**config.mk**
```make
export PLATFORM = sky130hd
export DESIGN_NAME = fb_pixel_writer
export DESIGN_NICKNAME = d
export VERILOG_FILES = /design/src/rtl/fb_pkg.sv /design/src/rtl/fb_addr_calc.sv /design/src/rtl/fb_pixel_writer.sv
export SDC_FILE = /design/constraint.sdc
export NUM_CORES = 1
export LEC_CHECK = 0
export ABC_AREA = 1
export BUFFER_PORTS_ARGS = -buffer_cell sky130_fd_sc_hd__buf_2
export CORE_ASPECT_RATIO = 1.1
export CORE_MARGIN = 2
export CORE_UTILIZATION = 30
export DETAILED_ROUTE_END_ITERATION = 8
export PLACE_DENSITY = 0.51
export SYNTH_ARGS = -nofsm -noshare
export SYNTH_HDL_FRONTEND = slang
export SYNTH_HIERARCHICAL = 1
export SYNTH_SLANG_ARGS = --single-unit
```
**constraint.sdc**
```tcl
create_clock -name clk -period 3.4 [get_ports clk]
set_input_delay 0.17 -clock clk [delete_from_list [all_inputs] [get_ports clk]]
set_output_delay 0.17 -clock clk [all_outputs]
set_load 0.03 [all_outputs]
```
**src/rtl/fb_pkg.sv**
```systemverilog
// Shared constants and state encoding for the framebuffer pixel writer.
package fb_pkg;
  localparam int CORDW     = 10;
  localparam int COLRW     = 4;
  localparam int FB_WIDTH  = 320;
  localparam int FB_HEIGHT = 180;
  localparam int FB_PIXELS = FB_WIDTH * FB_HEIGHT;
  localparam int FB_ADDRW  = $clog2(FB_PIXELS);

  typedef enum logic [1:0] {IDLE, DRAIN, CLEAR} fb_wr_state_t;
endpackage

```
**src/rtl/fb_addr_calc.sv**
```systemverilog
// Registered linear address: y*FB_WIDTH + x, or a direct linear address
// when sel_lin is set. Holds its value while en is low.
module fb_addr_calc
  import fb_pkg::*;
(
  input  logic                clk,
  input  logic                rst,
  input  logic                en,
  input  logic                sel_lin,
  input  logic [FB_ADDRW-1:0] lin,
  input  logic [CORDW-1:0]    x,
  input  logic [CORDW-1:0]    y,
  output logic [FB_ADDRW-1:0] addr
);
  // Wide enough for any y*FB_WIDTH + x before truncation.
  localparam int PW = CORDW + $clog2(FB_WIDTH) + 1;

  always_ff @(posedge clk) begin
    if (rst) begin
      addr <= '0;
    end else if (en) begin
      if (sel_lin)
        addr <= lin;
      else
        addr <= FB_ADDRW'(PW'(y) * PW'(FB_WIDTH) + PW'(x));
    end
  end
endmodule

```
**src/rtl/fb_pixel_writer.sv**
```systemverilog
// Clips drawer pixels to the framebuffer, converts them to linear addresses
// and writes them out one per cycle; also sweeps a full-screen clear.
//
// state | meaning
// IDLE  | accepting pixels from the drawer
// DRAIN | clear requested, waiting for in-flight pixels to be written
// CLEAR | writing clear colour to every address
module fb_pixel_writer
  import fb_pkg::*;
(
  input  logic                clk,
  input  logic                rst,
  input  logic                pix_valid,
  input  logic [CORDW-1:0]    x,
  input  logic [CORDW-1:0]    y,
  input  logic [COLRW-1:0]    colr,
  output logic                oe,
  input  logic                clear_start,
  input  logic [COLRW-1:0]    clear_colr,
  input  logic                fb_ready,
  output logic                fb_we,
  output logic [FB_ADDRW-1:0] fb_addr,
  output logic [COLRW-1:0]    fb_colr,
  output logic                busy,
  output logic                clear_done,
  output logic [15:0]         clip_cnt
);
  localparam int CNTW = FB_ADDRW + 1;
  localparam logic [CNTW-1:0] CNT_END = CNTW'(FB_PIXELS);

  fb_wr_state_t state, state_n;

  logic             stall, adv, accept, in_bounds, drained, clear_fin, addr_en;
  logic             s1_valid;
  logic [CORDW-1:0] s1_x, s1_y;
  logic [COLRW-1:0] s1_colr, clr_colr;
  logic [CNTW-1:0]  clr_cnt;

  assign stall     = fb_we && !fb_ready;
  assign adv       = !stall;
  assign oe        = (state == IDLE) && !stall;
  assign accept    = pix_valid && oe;
  assign in_bounds = (32'(x) < 32'(FB_WIDTH)) && (32'(y) < 32'(FB_HEIGHT));
  assign drained   = !s1_valid && (!fb_we || fb_ready);
  // clr_cnt == CNT_END means the last address is already in the output register.
  assign clear_fin = (state == CLEAR) && (clr_cnt == CNT_END) && adv;
  assign busy      = (state != IDLE) || s1_valid || fb_we;

  always_ff @(posedge clk) begin
    if (rst) state <= IDLE;
    else     state <= state_n;
  end

  always_comb begin
    state_n = state;
    case (state)
      IDLE:    if (clear_start) state_n = DRAIN;
      DRAIN:   if (drained)     state_n = CLEAR;
      CLEAR:   if (clear_fin)   state_n = IDLE;
      default: state_n = IDLE;
    endcase
  end

  always_ff @(posedge clk) begin
    if (rst) begin
      s1_valid <= 1'b0;
      s1_x     <= '0;
      s1_y     <= '0;
      s1_colr  <= '0;
    end else if (adv) begin
      s1_valid <= accept && in_bounds;
      s1_x     <= x;
      s1_y     <= y;
      s1_colr  <= colr;
    end
  end

  always_ff @(posedge clk) begin
    if (rst)
      clip_cnt <= '0;
    else if (accept && !in_bounds && clip_cnt != 16'hFFFF)
      clip_cnt <= clip_cnt + 16'd1;
  end

  always_ff @(posedge clk) begin
    if (rst) begin
      clr_cnt  <= '0;
      clr_colr <= '0;
    end else if (state == IDLE && clear_start) begin
      clr_cnt  <= '0;
      clr_colr <= clear_colr;
    end else if (state == CLEAR && adv && clr_cnt != CNT_END) begin
      clr_cnt  <= clr_cnt + 1'b1;
    end
  end

  always_ff @(posedge clk) begin
    if (rst) begin
      fb_we      <= 1'b0;
      fb_colr    <= '0;
      clear_done <= 1'b0;
    end else begin
      clear_done <= clear_fin;
      if (adv) begin
        if (state == CLEAR) begin
          fb_we   <= (clr_cnt != CNT_END);
          fb_colr <= clr_colr;
        end else begin
          fb_we   <= s1_valid;
          fb_colr <= s1_colr;
        end
      end
    end
  end

  assign addr_en = adv && !(state == CLEAR && clr_cnt == CNT_END);

  fb_addr_calc u_addr (
    .clk     (clk),
    .rst     (rst),
    .en      (addr_en),
    .sel_lin (state == CLEAR),
    .lin     (clr_cnt[FB_ADDRW-1:0]),
    .x       (s1_x),
    .y       (s1_y),
    .addr    (fb_addr)
  );
endmodule
```
---- Word level (Yosys, flattened, before mapping) ----
Index checks and enable logic that the tools add are counted.
W data, S select, Z words.
word-level totals
  register bits after elaboration ......... 86
  word-level logic and storage cells ...... 60
  input bits .............................. 33
  output and inout port bits .............. 40
cells by class
  muxes and demuxes ....................... 7
  $add $sub $neg .......................... 3
  reduce and logical (&&, ||, !) cells .... 27
  magnitude comparators ................... 2
  multipliers ............................. 1
  equality and inequality tests ........... 8
operators by type and width
  cell                     number
  $add A17 B1 Y17 const B  1
  $eq A17 B16 Y1 const B   1
  $ne A17 B16 Y1 const B   1
  $add A16 B1 Y16 const B  1
  $add A16 B10 Y16         1
  $mux W16                 1
  $ne A16 B16 Y1 const B   1
  $logic_and A1 B1 Y1      14
  $lt A10 B8 Y1 const B    1
  $lt A10 B9 Y1 const B    1
  $mul A10 B3 Y10 const B  1
  $logic_not A1 Y1         6
  $mux W2                  3
  $ne A2 B2 Y1 const B     3
  $pmux W2 S3              1
  $mux W4                  1
  $logic_or A1 B1 Y1       3
  $reduce_and A3 Y1        1
  $eq A2 B1 Y1 const B     1
  $eq A2 B2 Y1 const B     1
  $logic_not A2 Y1         1
  $reduce_bool A2 Y1       1
  $reduce_or A2 Y1         1
  $mux W1                  1

---- Longest topological paths before layout ----
Gate-level depths: netlist of the first run.
  word-level depth ........................ 7
  mapped depth ............................ 15
  mapped depth without buffers ............ 15

---- Cells and area by module ----
Netlist of the first run, hierarchy kept.
by module, submodules not included
  module           seq. area each (sq um)  cells an instance  instances  area an instance (sq um)
  fb_pixel_writer  1401.3                  503                1          3413.3
  fb_addr_calc     320.3                   222                1          1470.2

---- Worst setup path after synthesis of the first run ----
OpenSTA, ideal clock, no wires.
  path kind ............................... register -> register
  start point ............................. register s1_y[1]
  end point ............................... register u_addr.addr[15]
  path buffers ............................ 0
  stages on the path, launching flop included .. 15
  setup time .............................. 0.116 ns
  required time ........................... 3.284 ns
  period minus slack after synthesis ...... 2.177 ns
  path slack .............................. 1.223 ns
  arrival time ............................ 2.061 ns
  path through ............................ dfxtp_1 > ha_1 > ha_1 > inv_1 > fa_1 > inv_1 > nand4_1 > nor2_1 > nor2_1 > nor2_2 > nand3_1 > nand2_1 > nand3_1 > nand2_1 > a21oi_1
on the way
  cells in the longest elaborated chain, start to end .. 3
ends and longest elaborated chain
  what                    line                   RTL
  start, declared         fb_pixel_writer.sv:35  logic [CORDW-1:0] s1_x, s1_y;
  start signal, assigned  fb_pixel_writer.sv:73  s1_y <= y;
  $mul A10 B3 Y10         fb_addr_calc.sv:25     addr <= FB_ADDRW'(PW'(y) * PW'(FB_WIDTH) + PW'(x));
  $add A16 B10 Y16        fb_addr_calc.sv:25
  $mux W16                fb_addr_calc.sv:22     if (sel_lin)
  end signal, assigned    fb_addr_calc.sv:23     addr <= lin;
  end signal, assigned    fb_addr_calc.sv:25
  end, declared           fb_addr_calc.sv:13     output logic [FB_ADDRW-1:0] addr
No other way between the ends.
A chain may end at the register's enable or synchronous reset.

---- Worst setup path after layout of the first run ----
Same ends and word-level chain as after synthesis.

==> impl_metrics.toml, run 1 <==
[clock_network]
cts_inserted_buffers = 9
path_clk_slew_ns = 0.06
cts_max_level = 3
cts_setup_buffers = 0
cts.path.max_buffers = 2
cts_num_sinks = 86
cts_hold_buf = 0
cts_resized = 0
cts_tree = "done"
cts_root_buffer = "clkbuf_16"
clk_latency_ns = 0.35

[logic_synthesis]
synthTopCellsByArea = "dfxtp_1 35%, nand2_1 15%, nor2_1 7.4%"
synth.distinct_cells = 38
async_reset_ff_share_pct = 0
netlist_area_mm2 = 0.00488
synth_top_area_cell = "dfxtp_1"
synth_edf_count = 0
ys_warn_count = 6
synthCells = 725
synth.avg_cell_area_um2 = 6.74
synth_top_area_share_pct = 35.3
ys_seq_area_share_pct = 35.3
ys_ff_latch = 86
synth_flop_cell = "dfxtp_1"
syn_nets = 780

[drt]
num_vias = 4679
ant_nets = 0
route.detailed.drc = 0
drt_iter0_markers = 289
wl_per_cell_um = 13.1
wirelength_mm = 12.9
via_per_inst = 4.72
dr.pass1.iters = 4

[worst_setup_path]
worstPathArrival_ns = 2.61
setup.worst_path.end_class = "register"
worst-path-max-fanout = 4
crit_chain = "ha_1 -> ha_1 -> inv_1 -> fa_1 -> inv_1 -> nand4_1 -> nor2_1 -> nor2_1 -> nor2_2 -> nand3_1 -> nand2_1 -> nand3_1 -> nand2_1 -> a21oi_1"
required_ns = 3.60
crit_type = "reg -> reg"
cpMaxStageDelayCell = "fa_1"
cpPeakStageDelay_ns = 0.44
crit_path_start_kind = "register"

[timing]
worst_slack_ns = 0.996
timing.final.crit_share_pct = 70.7
fin_skew_ns = 0.00776
rsz0062_at_grt = "false"
min_period_ns = 2.40
setup_tns_ns = 0
worst_slew_pin_slew_ns = 0.821
hold_viol = 0
setup_violations = 0
drv_slew = 0
fmax_mhz = 416
whs_ns = 0.0806
relSlewSlack_pct = 45.2

[power]
swShare_pct = 29.1
pwr-share-seq_pct = 42.1
ir_worst_vdd_uv = 238
finalPower_mw = 2.61
p_per_area_mw_per_mm2 = 457
leakagePower_nw = 2.63
p_int_mw = 1.85
p_sw_mw = 0.760
combPwrFrac_pct = 16.7
pwr-share-clk_pct = 41.1

[layout]
insertedDiodeCount = 0
n_fill_cell = 1759
syn2layout_area_growth_pct = 16.9
layout.nets = 842
drive_gt1_share_pct = 13.9
fin_area_mm2 = 0.00571

[flow_run]
cap_violations = 0

[hold_path]
hp-class = "in -> reg"

[placement]
dp_hpwl_mm = 9.42
place.gp.congestion = 0.854
pre_cts_ws_ns = 1.01
place_area_mm2 = 0.00539
io_buffers = 72

[run_status]
outcome = "finished clean"

[grt]
grt_pass1_vias = 4314
grt_pass1_wl_mm = 21.7
grt_use_total_pct = 15.5
grt_overflow_total = 0
grt_max_degree = 35
antenna_found_initial = 0

[floorplan]
rows = 48
coreArea_mm2 = 0.0158
die_w_um = 126
initial_core_util_pct = 30.9
ios = 73
die-height_um = 138
dieArea_mm2 = 0.0173
layer usage:
layer	global-route usage [%]	routed length, um	part of all wire (%)	up-vias
met1	20.6	6440	50	2126
met5	0	0	0	-
met3	3.22	594	4.6	10
li1	-	-	-	2460
met4	4.81	153	1.2	0
met2	25.3	5760	44	83
flip-flops by register name, indices dropped and copies added, names as in the netlist:
name and cells:
clr_cnt 17, clip_cnt 16, u_addr/addr 16, s1_x 10
s1_y 10, clr_colr 4, fb_colr 4, s1_colr 4
state 2, clear_done 1, fb_we 1, s1_valid 1
cell type report:
type	count	area, um2	share of cell area [%]
inverters	83	312	5.46
repair buffers	74	375	6.57
well taps	200	250	4.38
clock buffers	9	225	3.94
flip-flops and latches	86	1720	30.2
multi-input cells	533	2730	47.8
clock inverters	7	97.6	1.71
cells in the mapped netlist (5+ instances only):
library cell / instances
nor2_1: 96
o21ai_0: 47
buf_2: 5
xor2_1: 16
clkbuf_1: 10
nand3_1: 41
nand2_1: 189
dfxtp_1: 86
ha_1: 20
o211ai_1: 10
nand4_1: 11
xnor2_1: 11
a21oi_1: 58
inv_1: 77
critical path, delay by kind of cell, from the launching register on:
family,cells,cell delay (ns)
fa+ha+maj,3,0.97
flops,1,0.34
compound gates,1,0.05
buf+inv,2,0.18
simple gates,8,0.73
cell usage in the layout (no fill, tap or decap), types with 3 or more instances in the layout:
cell type  count
a21oi_1       58
buf_2         72
clkbuf_16      9
dfxtp_1       86
ha_1          20
inv_1         77
inv_2          4
nand2_1      189
nand2_2        4
nand3_1       41
nand4_1       11
nor2_1        96
nor2_2         4
nor3_1         3
o211ai_1      10
o21ai_0       47
o21ai_1        3
o21bai_1       4
xnor2_1       11
xor2_1        16
metrics by stage:
step	util [%]	std cells
2_1_floorplan	-	725
3_3_place_gp	34.1	976
3_5_place_dp	34.1	976
4_1_cts	36.1	992
5_1_grt	36.1	992
6_report	36.1	992
power groups by stage:
stage                     registers (mW)  logic [mW]  clock network [mW]
after floorplan                     1.17       0.269                   0
after global placement              1.12       0.442                   0
after detailed placement            1.12       0.441                   0
after CTS                           1.10       0.443                1.11
after global routing                1.11       0.498                1.16
final                               1.10       0.437                1.07
path summary, 6_finish.rpt:
kind	start	to	slack [ns]	cells past startpoint
worst max register to register	s1_y[1]	u_addr/addr[15]	1.0	14
worst max-delay path	s1_y[1]	u_addr/addr[15]	1.0	14
worst min register to register	clr_colr[1]	clr_colr[1]	0.45	2
worst min-delay path	y[6]	s1_y[6]	0.08	3
kinds of logic (layout without fill, tap and decap cells):
kind of cell,count (synthesis),after routing,share of synthesized area (%)
AO/OA/AOI/OAI,127,127,14.0
buffers and inverters,106,173,8.89
flip-flops,86,86,35.3
adder cells (fa/ha/maj),22,22,5.94
AND/OR/NAND/NOR,356,356,30.7
XOR/XNOR,28,28,5.18
(Power assumes the default switching activity.)
==> run 2, diff against run 1 <==
PLACE_DENSITY = 0.53   (was 0.51)
clock period = 2.1 ns   (was 3.4 ns; I/O delays follow)
==> run 2 against run 1 <==
  * Sequential cell count stayed put
  * First-iteration DRC count is 26% lower
  * Combinational power rose by 85%
  * Clock power grew 79%
  * Fmax up 12%
  * Largest cell class unchanged
  * The flow now finishes with violations (setup timing)
==> impl_metrics.toml, run 2 (same netlist as run 1, synthesis figures left out) <==
[drt]
dr.pass1.iters = 4
wirelength_mm = 13.2
route.detailed.drc = 0
wl_per_cell_um = 13.0
drt_iter0_markers = 213
via_per_inst = 4.73
num_vias = 4811
ant_nets = 0

[layout]
largest_register = "clr_cnt"
syn2layout_area_growth_pct = 23.9
drive_gt1_share_pct = 20.0
layout.nets = 867
mostFrequentLayoutCell = "nand2_1"
largest_register_ffs = 17
insertedDiodeCount = 0
mostFrequentLayoutCells = "187 x nand2_1, 94 x nor2_1, 81 x dfxtp_1, 72 x buf_2, 70 x inv_1"
largestRegisters = "clr_cnt: 17 flops, clip_cnt: 16 flops, u_addr/addr: 16 flops"

[placement]
pre_cts_ws_ns = -0.136
dp_hpwl_mm = 9.80
place.gp.congestion = 0.855
io_buffers = 72

[timing]
setup_violations = 2
rsz0062_at_grt = "true"
min_period_ns = 2.15
setup_tns_ns = -0.0902
relSlewSlack_pct = 63.2
worst_slack_ns = -0.0497
fmax_mhz = 465
hold_viol = 0
fin_skew_ns = 0.00753
drv_slew = 0
worst_slew_pin_slew_ns = 0.548
timing.final.crit_share_pct = 102

[floorplan]
ios = 73
die-height_um = 138
rows = 48
dieArea_mm2 = 0.0173
initial_core_util_pct = 30.9
coreArea_mm2 = 0.0158
die_w_um = 126

[worst_setup_path]
reg2reg_depth = 14
r2r_end = "u_addr/addr[15]"
worstPathArrival_ns = 2.37
crit_path_start_kind = "register"
crit_path_start = "s1_y[1]"
required_ns = 2.32
crit_type = "reg -> reg"
r2r-start = "s1_y[1]"
cp-endpoint = "u_addr/addr[15]"
rrSetupSlack_ns = -0.05
worst-path-max-fanout = 3
setup.worst_path.end_class = "register"

[hold_path]
hp-class = "in -> reg"

[clock_network]
path_clk_slew_ns = 0.07
cts_root_buffer = "clkbuf_16"
cts_max_level = 3
cts_num_sinks = 86
cts.path.max_buffers = 2
cts_tree = "done"
clk_latency_ns = 0.34
cts_inserted_buffers = 9

[run_status]
outcome = "complete, but fails checks"
violations = "setup timing"

[grt]
grt_max_degree = 35
grt_pass1_vias = 4518
antenna_found_initial = 0
grt_overflow_total = 0
grt_use_total_pct = 15.9
grt_pass1_wl_mm = 22.2

[power]
pwr-share-seq_pct = 39.5
combPwrFrac_pct = 17.9
swShare_pct = 28.5
ir_worst_vdd_uv = 413
leakagePower_nw = 2.76
p_sw_mw = 1.28
p_per_area_mw_per_mm2 = 744
p_int_mw = 3.22
pwr-share-clk_pct = 42.6

[flow_run]
cap_violations = 0
==> run 2: critical path: stages, from the launching register on <==
cell and delay [ns]:
dfxtp_2 0.33, ha_4 0.24, ha_4 0.15, inv_2 0.04
fa_2 0.45, inv_2 0.09, nand4_1 0.07, nor2_1 0.12
nor2_2 0.06, nor2_2 0.13, nand3_1 0.08, nand2_1 0.06
nand3_1 0.06, nand2_1 0.09, a21oi_1 0.05
==> run 2: worst min path at each step <==
stage | start | to | slack [ns] | cells after the start
floorplan | rst | u_addr/addr[14] | 0.17 | 1
global placement | y[6] | s1_y[6] | 0.36 | 3
detailed placement | y[6] | s1_y[6] | 0.37 | 3
CTS | y[6] | s1_y[6] | 0.002 | 3
global route | y[6] | s1_y[6] | 0.03 | 3
finish | y[6] | s1_y[6] | 0.01 | 3
==> run 2: timing repair <==
item	in CTS	in global routing
endpoints found under the setup margin	5	7
setup buffers	1	1
pin swaps	9	7
resized for setup	3	21
hold buffers	0	0
==> run 2: layout make-up <==
cell class / count / area, um2
Tap cell: 200 / 250
Timing Repair Buffer: 99 / 563
Fill cell: 1742 / 9750
Clock buffer: 10 / 239
Sequential cell: 86 / 1730
Multi-Input combinational cell: 533 / 2840
Inverter: 83 / 315
Clock inverter: 6 / 116
==> run 2: per-layer routing <==
| layer | routed length (um) | share of wire, % | global-route usage (%) |
|---|---|---|---|
| met1 | 6470 | 49 | 21.3 |
| met4 | 191 | 1.4 | 5.86 |
| met3 | 472 | 3.6 | 2.10 |
| met2 | 6070 | 46 | 26.2 |
| met5 | 0 | 0 | 0 |
==> run 2: metrics by stage <==
stage / utilization, % / hold WS (ns) / power, mW / cell area [um2] / cells
floorplan: - / 0.167 / 2.34 / 4910 / 725
global placement: 35.4 / 0.365 / 2.58 / 5590 / 999
detailed placement: 35.4 / 0.365 / 2.58 / 5590 / 999
CTS: 37.7 / 0.00234 / 4.51 / 5960 / 1016
global route: 38.3 / 0.0252 / 4.73 / 6050 / 1017
finish: 38.3 / 0.0106 / 4.50 / 6050 / 1017
==> run 2: power groups by stage <==
stage | Sequential (mW) | Clock [mW] | Combinational [mW]
detailed placement | 1.81 | 0 | 0.766
global route | 1.79 | 2.04 | 0.909
finish | 1.78 | 1.92 | 0.808
global placement | 1.81 | 0 | 0.766
floorplan | 1.90 | 0 | 0.440
CTS | 1.78 | 1.96 | 0.781
==> run 3, diff against run 2 <==
CORE_MARGIN = 5   (was 2)
HOLD_SLACK_MARGIN = 0.15   (was default)
==> run 3 against run 2 <==
  * The flow still finishes with violations (setup timing)
  * Sequential share of layout area fell by 1.1 points
  * Routed wire length rose by 1.7%
  * Count of clock-buffer cells in the layout rose by 1
  * Global-route usage fell by 1.4 points
  * Design area rose by 3.8%
  * Sequential cell count did not move
  * Total power fell by 3.2%
  * Die area rose by 9.3%
  * Clock power fell by 9%
==> impl_metrics.toml, run 3 (same netlist as run 1, synthesis figures left out) <==
[clock_network]
cts_num_sinks = 86
cts.path.max_buffers = 2
cts_root_buffer = "clkbuf_16"
path_clk_slew_ns = 0.06
cts_tree = "done"
clk_latency_ns = 0.34
cts_max_level = 3
cts_inserted_buffers = 9
cts_hold_buf = 29
cts_setup_buffers = 0

[timing]
rsz0062_at_grt = "true"
timing.final.crit_share_pct = 102
setup_violations = 2
drv_slew = 0
worst_slew_pin_slew_ns = 0.538
fin_skew_ns = 0.00963
min_period_ns = 2.14
worst_slack_ns = -0.0441
fmax_mhz = 466
relSlewSlack_pct = 63.9
hold_viol = 0
setup_tns_ns = -0.0711

[drt]
route.detailed.drc = 0
via_per_inst = 4.65
ant_nets = 0
wirelength_mm = 13.4
wl_per_cell_um = 12.9
dr.pass1.iters = 4
num_vias = 4856
drt_iter0_markers = 291

[floorplan]
die_w_um = 132
coreArea_mm2 = 0.0162
die-height_um = 144
rows = 49
ios = 73
dieArea_mm2 = 0.0189
initial_core_util_pct = 30.2

[layout]
largest_register_ffs = 17
largest_register = "clr_cnt"
final_core_util_pct = 38.8
n_fill_cell = 1767
layout.nets = 891
mostFrequentLayoutCells = "184 x nand2_1, 94 x nor2_1, 82 x dfxtp_1, 73 x inv_1, 72 x buf_2"
fin_area_mm2 = 0.00628
mostFrequentLayoutCell = "nand2_1"
insertedDiodeCount = 0
largestRegisters = "clr_cnt: 17 flops, clip_cnt: 16 flops, u_addr/addr: 16 flops"
drive_gt1_share_pct = 18.4
syn2layout_area_growth_pct = 28.6

[placement]
place.gp.congestion = 0.840
io_buffers = 72
place_area_mm2 = 0.00557
pre_cts_ws_ns = -0.145
dp_hpwl_mm = 9.94

[power]
finalPower_mw = 4.36
p_per_area_mw_per_mm2 = 694
ir_worst_vdd_uv = 394
leakagePower_nw = 2.85

[hold_path]
hp-class = "in -> reg"

[worst_setup_path]
setup.worst_path.end_class = "register"
worst-path-max-fanout = 3
crit_path_start_kind = "register"
crit_type = "reg -> reg"
worstPathArrival_ns = 2.37
required_ns = 2.33

[grt]
met3_usage_pct = 2.73
grtUsageMet1_pct = 19.0
grt_pass1_wl_mm = 22.4
top_usage_layer = "met2"
antenna_found_initial = 0
use_met2_pct = 24.0
grt_pass1_vias = 4569
grt_overflow_total = 0
grt_use_total_pct = 14.4
grt_max_degree = 35

[run_status]
violations = "setup timing"
outcome = "complete, but fails checks"

[flow_run]
cap_violations = 0
-- run 3: final cells by class --
type | count | area, um2 | share of cell area [%]
Multi-Input combinational cell | 533 | 2850 | 45.3
Clock buffer | 11 | 243 | 3.87
Clock inverter | 5 | 81.3 | 1.30
Inverter | 83 | 312 | 4.96
Timing Repair Buffer | 123 | 816 | 13.0
Sequential cell | 86 | 1730 | 27.5
Tap cell | 204 | 255 | 4.06
-- run 3: repair_timing --
action	4_1_cts	5_1_grt
hold endpoints to repair	33	5
gates cloned	0	0
gates resized for setup	3	21
pin swaps	8	9
endpoints found under the setup margin	4	5
-- run 3: through the flow --
stage	hold slack, ns	instances
floorplan	0.167	725
global placement	0.360	1000
detailed placement	0.371	1000
CTS	0.0550	1045
global route	0.0786	1045
finish	0.0675	1045
-- run 3: worst max-delay path, cell delays in order (launching register included) --
cell	delay, ns
dfxtp_2	0.33
ha_4	0.24
ha_4	0.15
inv_2	0.05
fa_2	0.45
inv_2	0.09
nand4_1	0.09
nor2_2	0.15
nor2_4	0.06
nor2_4	0.10
nand3_1	0.08
nand2_1	0.06
nand3_1	0.06
nand2_1	0.08
a21oi_1	0.05
-- run 3: path summary, 6_finish.rpt --
kind	slack (ns)	startpoint	cells past startpoint	end
worst min-delay path	0.07	rst	2	u_addr/addr[14]
worst max-delay path	-0.04	s1_y[1]	14	u_addr/addr[15]
worst min register to register	0.45	clr_colr[0]	2	clr_colr[0]
worst max register to register	-0.04	s1_y[1]	14	u_addr/addr[15]
-- run 3: report_power, final --
part | switching, mW | internal [mW] | leakage (nW) | total [mW]
Combinational | 0.515 | 0.317 | 1.98 | 0.831
Clock | 0.669 | 1.08 | 0.156 | 1.75
Sequential | 0.0575 | 1.72 | 0.706 | 1.78
-- run 3: layer usage --
metal / part of all wire, % / vias to the layer above / wire (um)
met5: 0 / - / 0
met4: 1.3 / 0 / 171
met3: 4.6 / 13 / 620
met2: 47 / 101 / 6300
met1: 47 / 2187 / 6340
li1: - / 2555 / -
